<file path="src/rtl/mem_arbiter.sv">
// mem_arbiter: shares one single-port, one-cycle-latency word memory between
// the instruction-fetch port and the load/store data port.
// Two-state sequencer: IDLE grants one request per cycle, RESP returns read data.
// Out-of-range word indices never reach the memory; they pulse err instead.
// Optional macro MEM_ARB_RR_EN: round-robin arbitration instead of fixed
// data-over-fetch priority.
module mem_arbiter #(
    parameter int MEM_WORDS = 256,
    parameter int AW        = $clog2(MEM_WORDS)
) (
    input  logic          clk,
    input  logic          reset,
    input  logic          if_req,
    input  logic [31:0]   if_addr,
    output logic          if_gnt,
    output logic          if_rvalid,
    output logic [31:0]   if_rdata,
    input  logic          d_req,
    input  logic          d_we,
    input  logic [31:0]   d_addr,
    input  logic [31:0]   d_wdata,
    input  logic [3:0]    d_be,
    output logic          d_gnt,
    output logic          d_rvalid,
    output logic [31:0]   d_rdata,
    output logic          mem_en,
    output logic [3:0]    mem_we,
    output logic [AW-1:0] mem_addr,
    output logic [31:0]   mem_wdata,
    input  logic [31:0]   mem_rdata,
    output logic          err
);

    typedef enum logic {S_IDLE = 1'b0, S_RESP = 1'b1} state_t;

    localparam logic SRC_FETCH = 1'b0;
    localparam logic SRC_DATA  = 1'b1;

    state_t r_state;
    state_t w_state_next;
    logic   r_src;
    logic   w_src_next;
    logic   r_rd_oor;
    logic   w_rd_oor_next;

    logic   w_d_inr;
    logic   w_if_inr;
    logic   w_d_prio;
    logic   w_pick_d;
    logic   w_unused_bits;

    // Byte-offset bits play no part in word addressing.
    assign w_unused_bits = ^{if_addr[1:0], d_addr[1:0]};

    // Word index must fall inside the memory.
    assign w_d_inr  = ({2'b00, d_addr[31:2]}  < 32'(MEM_WORDS));
    assign w_if_inr = ({2'b00, if_addr[31:2]} < 32'(MEM_WORDS));

`ifdef MEM_ARB_RR_EN
    logic r_last;

    // Data wins a conflict only if fetch won the previous grant.
    assign w_d_prio = (r_last == SRC_FETCH);

    // Remember which port was granted most recently.
    always_ff @(posedge clk) begin
        if (reset) begin
            r_last <= SRC_FETCH;
        end else if (d_gnt) begin
            r_last <= SRC_DATA;
        end else if (if_gnt) begin
            r_last <= SRC_FETCH;
        end
    end
`else
    assign w_d_prio = 1'b1;
`endif

    // Data is picked when it is alone or has priority over a competing fetch.
    assign w_pick_d = d_req && (!if_req || w_d_prio);

    // State, read-source and read-trap registers.
    always_ff @(posedge clk) begin
        if (reset) begin
            r_state  <= S_IDLE;
            r_src    <= SRC_FETCH;
            r_rd_oor <= 1'b0;
        end else begin
            r_state  <= w_state_next;
            r_src    <= w_src_next;
            r_rd_oor <= w_rd_oor_next;
        end
    end

    // Next state, grants, memory strobes and read-data routing.
    always_comb begin
        w_state_next  = r_state;
        w_src_next    = r_src;
        w_rd_oor_next = r_rd_oor;
        if_gnt        = 1'b0;
        if_rvalid     = 1'b0;
        if_rdata      = 32'd0;
        d_gnt         = 1'b0;
        d_rvalid      = 1'b0;
        d_rdata       = 32'd0;
        mem_en        = 1'b0;
        mem_we        = 4'd0;
        mem_addr      = '0;
        mem_wdata     = 32'd0;
        err           = 1'b0;

        if (!reset) begin
            case (r_state)
                S_IDLE: begin
                    if (w_pick_d) begin
                        d_gnt = 1'b1;
                        if (w_d_inr) begin
                            mem_en    = 1'b1;
                            mem_addr  = d_addr[AW+1:2];
                            mem_wdata = d_wdata;
                            mem_we    = d_we ? d_be : 4'd0;
                        end
                        if (d_we) begin
                            // Stores finish in the grant cycle.
                            err = !w_d_inr;
                        end else begin
                            w_state_next  = S_RESP;
                            w_src_next    = SRC_DATA;
                            w_rd_oor_next = !w_d_inr;
                        end
                    end else if (if_req) begin
                        if_gnt = 1'b1;
                        if (w_if_inr) begin
                            mem_en   = 1'b1;
                            mem_addr = if_addr[AW+1:2];
                        end
                        w_state_next  = S_RESP;
                        w_src_next    = SRC_FETCH;
                        w_rd_oor_next = !w_if_inr;
                    end
                end
                S_RESP: begin
                    // A trapped read returns zero and flags err.
                    if (r_src == SRC_DATA) begin
                        d_rvalid = 1'b1;
                        d_rdata  = r_rd_oor ? 32'd0 : mem_rdata;
                    end else begin
                        if_rvalid = 1'b1;
                        if_rdata  = r_rd_oor ? 32'd0 : mem_rdata;
                    end
                    err          = r_rd_oor;
                    w_state_next = S_IDLE;
                end
                default: w_state_next = S_IDLE;
            endcase
        end
    end

endmodule
</file>
<file path="config.mk">
export PLATFORM = sky130hd
export DESIGN_NAME = mem_arbiter
export DESIGN_NICKNAME = d
export VERILOG_FILES = /design/src/rtl/mem_arbiter.sv
export SDC_FILE = /design/constraint.sdc
export NUM_CORES = 1
export LEC_CHECK = 0
export BUFFER_PORTS_ARGS = -buffer_cell sky130_fd_sc_hd__clkbuf_2
export CORE_AREA = 4 4 96 98
export CTS_CLUSTER_DIAMETER = 100
export CTS_CLUSTER_SIZE = 14
export DETAILED_ROUTE_END_ITERATION = 10
export DIE_AREA = 0 0 100 102
export SKIP_CTS_REPAIR_TIMING = 1
export SLEW_MARGIN = 20
export SYNTH_ARGS = -nofsm -noshare
export SYNTH_HDL_FRONTEND = slang
export SYNTH_SLANG_ARGS = --single-unit
</file>
<file path="constraint.sdc">
create_clock -name clk -period 1.8 [get_ports clk]
set_clock_uncertainty 0.1 [all_clocks]
set_input_delay 0.18 -clock clk [delete_from_list [all_inputs] [get_ports clk]]
set_output_delay 0.18 -clock clk [all_outputs]
set_load 0.01 [all_outputs]
</file>
==> impl.org <==
** Worst setup path
- Endpoint of the worst register-to-register path :: r_rd_oor$_SDFFE_PP0P_
- STA classifies the critical path endpoint as a primary output.
- Startpoint-to-endpoint class of the critical path :: input port to primary output
- The number of cells on the worst reg-to-reg path is 4.
- Data arrival time of the worst path :: 1.63 ns
- In this run the critical register-to-register path is launched from r_state$_SDFF_PP0_.
- CP max FO :: 8
- Data on the critical path is required at its endpoint by 1.52 ns.
- Register-to-register setup slack :: 0.64 ns
- Critical Path Source Type :: input port

** Routing
- For this run, the detailed router's first-pass iteration total came to 4.
- Overall via count from detail_route :: 2329
- Iteration-0 DRC Markers :: 41
- The detail route stage leaves a number of antenna-violating nets equal to 0.
- Wire length per cell after detailed routing :: 13.94 um
- For this block, the routed nets add up to 7835 um of wire.
- Via count normalized by instance count :: 4.144
- For this run, design rule violations remaining after detail routing come to 0.

** Floorplanning
- Area enclosed by the die boundary :: 10200 um^2
- Effective utilization at floorplan :: 0.1361
- The die is 100 um wide.
- During I/O placement, the number of pins put on the boundary was 251.
- The die is 102 um tall.
- Number of cell rows :: 34
- CORE AREA :: 8466 um^2

** Synth
- Number of flops mapped to enable cells by yosys :: 0
- In this run the cell area of the synthesized design comes to 1152 um^2.
- Among all flip-flop cells after synthesis, the most frequent one is dfxtp_1.
- After synthesis the netlist holds a flip-flop and latch count of 3.
- Nets in the synthesized netlist :: 339
- By area the synthesized netlist is led by nor2_1 22%, nand2b_1 18%, and2_2 11%.
- Of the post-synthesis cell area, the dominant cell type holds 0.2215.
- Mean instance size in the synthesized netlist :: 5.705 um^2
- Post-Synthesis Cells :: 202
- nor2_1 is the most common cell in the netlist.
- The biggest area contributor in the post-synthesis netlist is nor2_1.
- Seq/Total Area, Yosys :: 0.05212
- The number of different library cells used by synthesis comes to 25.
- During synthesis, Yosys emitted a total of 0 warnings.
- The commonest cells after synthesis are 68 x nor2_1, 33 x nand2b_1, 17 x and2_2, 15 x and2_1, 10 x clkbuf_1.
- In the synthesized netlist the async set-or-reset flop fraction comes to 0.

** Clocking
- Total clock sinks :: 3
- Buffer type at the clock tree root :: clkbuf_8
- Latest clock arrival within the worst-skew pair :: 0.22 ns
- In this run the deepest clock path goes through 2 buffers.
- The number of clock buffers added by TritonCTS is 3.
- TritonCTS built the clock tree.
- After clock tree synthesis, the clock-pin slew on the worst setup and hold paths is 0.03 ns.
- In this run the number of H-tree levels came out at 1.

** Global route
- Vias in the first global route :: 2084
- Summed over all layers, the global routing overflow is 0.
- Busiest grt layer :: met2
- Met2 usage in global routing :: 0.2345
- The initial antenna violation count was 0.
- The first global-routing pass estimated 9632 um of wire.
- Across every metal layer, demand over resource in global routing totals 0.1167.
- Entering global routing, the biggest net connects 46 pins.
- In the global route stage, met1 resource usage came out at 0.1117.
- In the global route stage, met3 resource usage came out at 0.03549.

** Worst hold path
- The path class of the tightest hold or removal check is input port to flip-flop.
- The worst hold path begins at reset.
- The worst hold path passes through 3 cells.
- The path with the worst hold slack has its endpoint at r_src$_SDFFE_PP0P_.

** STA
- In the finished design, the share of the clock period the worst path needs comes to 1.061.
- The routed design could run at a clock period as short as 1.909 ns.
- Setup total negative slack on the finished layout was measured at -2.406 ns.
- Setup slack on the critical path of the routed design comes to -0.1094 ns.
- The worst pin sits at a relative slew slack of 0.7904.
- Final hold analysis gives a worst-case slack of 0.1552 ns.
- Count of endpoints failing hold in the final timing report :: 0
- Unrepaired setup endpoints after global routing :: true
- Slew Limit Fails :: 0
- Fmax :: 0.5237 GHz
- Setup violations remaining at the end of the flow were counted as 45.
- Worst-Margin Slew :: 0.3118 ns

** Finish
- Final core utilization :: 0.3664
- Once layout is done, the placed cells without fillers occupy 3102 um^2.
- Total inserted antenna cells :: 0
- The net count of the finished layout is 592.
- In the final layout, the multi-input gates occupy 1112 um^2.
- Area taken by flip-flops and latches :: 60.06 um^2
- Relative to the synthesized area, the layout overhead comes to 169.2%.
- Share of cells above drive strength 1 :: 0.6894
- The filler cells instantiated in the layout total 949.

** Run status
- Violated checks :: negative setup slack
- Run status :: complete, but fails checks

** Placed design
- Summed over all nets, the half-perimeter wirelength after detailed placement is 6276 um.
- RePlAce Congestion :: 0.7633
- DP Area :: 2527 um^2
- Port-buffer cells :: 246

** Pwr
- Summed over all cells, the static leakage comes to 1.806 nW.
- VDD IR max :: 0.0001130 V
- Power spread over the standard cell area amounts to 201.9 nW/um^2.
- The completed layout was analyzed and its total power is 0.6263 mW.

** Job
- Across the run, the number of max-cap violations was 0.
-- worst max-delay path: stages --
cell and delay (ns):
buf_6 0.09, nor4_4 0.27, nand2_2 0.12, nor4_4 0.29, buf_6 0.22, clkbuf_16 0.17
and3_1 0.15, buf_2 0.12
-- cell usage in the layout (no fill, tap or decap), drive strengths merged, types with 2 or more instances in the layout --
cell,instances
or4,2
buf,59
a22o,8
o21ai,5
and2,32
inv,6
and3,4
clkbuf,207
dfxtp,3
nor2,68
nor4,10
nand2,7
nor3,2
nand2b,33
nor2b,2
-- worst max path at each step --
stage,to,slack (ns),start
after floorplan,mem_wdata[21],0.13,d_addr[31]
after global placement,mem_addr[5],-0.09,if_addr[17]
after detailed placement,mem_addr[5],-0.1,if_addr[17]
after CTS,mem_we[1],-0.17,r_state$_SDFF_PP0_
after global routing,mem_we[2],-0.16,d_addr[17]
final,mem_we[2],-0.11,d_addr[17]
-- metrics by stage --
stage	instances	setup WS, ns
floorplan	202	0.1278
global route	562	-0.1639
detailed placement	550	-0.09905
CTS	554	-0.1723
global placement	550	-0.09253
finish	562	-0.1094
-- report_power, final --
part / leakage (nW) / switching [mW] / internal [mW]
clock network: 0.0228 / 0.0459 / 0.151
logic: 1.76 / 0.166 / 0.188
registers: 0.0249 / 0.00313 / 0.0729
-- cell families after synthesis --
logic type | Yosys count | synth area share
flops | 3 | 0.05212
simple gates | 163 | 0.7676
buf+inv | 20 | 0.07492
compound gates | 16 | 0.1053
-- registers in the layout, indices dropped and copies added (netlist names) --
register	count
r_state	1
r_src	1
r_rd_oor	1
-- metal layers --
| metal | vias to the layer above | wire length, um |
|---|---|---|
| met2 | 153 | 4317 |
| met3 | 7 | 1007 |
| met4 | 0 | 122 |
| li1 | 1153 | - |
| met1 | 1016 | 2388 |
| met5 | - | 0 |
-- final cells by class --
| type | count | area share |
|---|---|---|
| Multi-Input combinational cell | 179 | 0.3586 |
| Inverter | 6 | 0.007261 |
| Clock buffer | 4 | 0.01452 |
| Timing Repair Buffer | 262 | 0.5567 |
| Sequential cell | 3 | 0.01936 |
| Tap cell | 108 | 0.04357 |
Power figures use the tool's default switching activity.
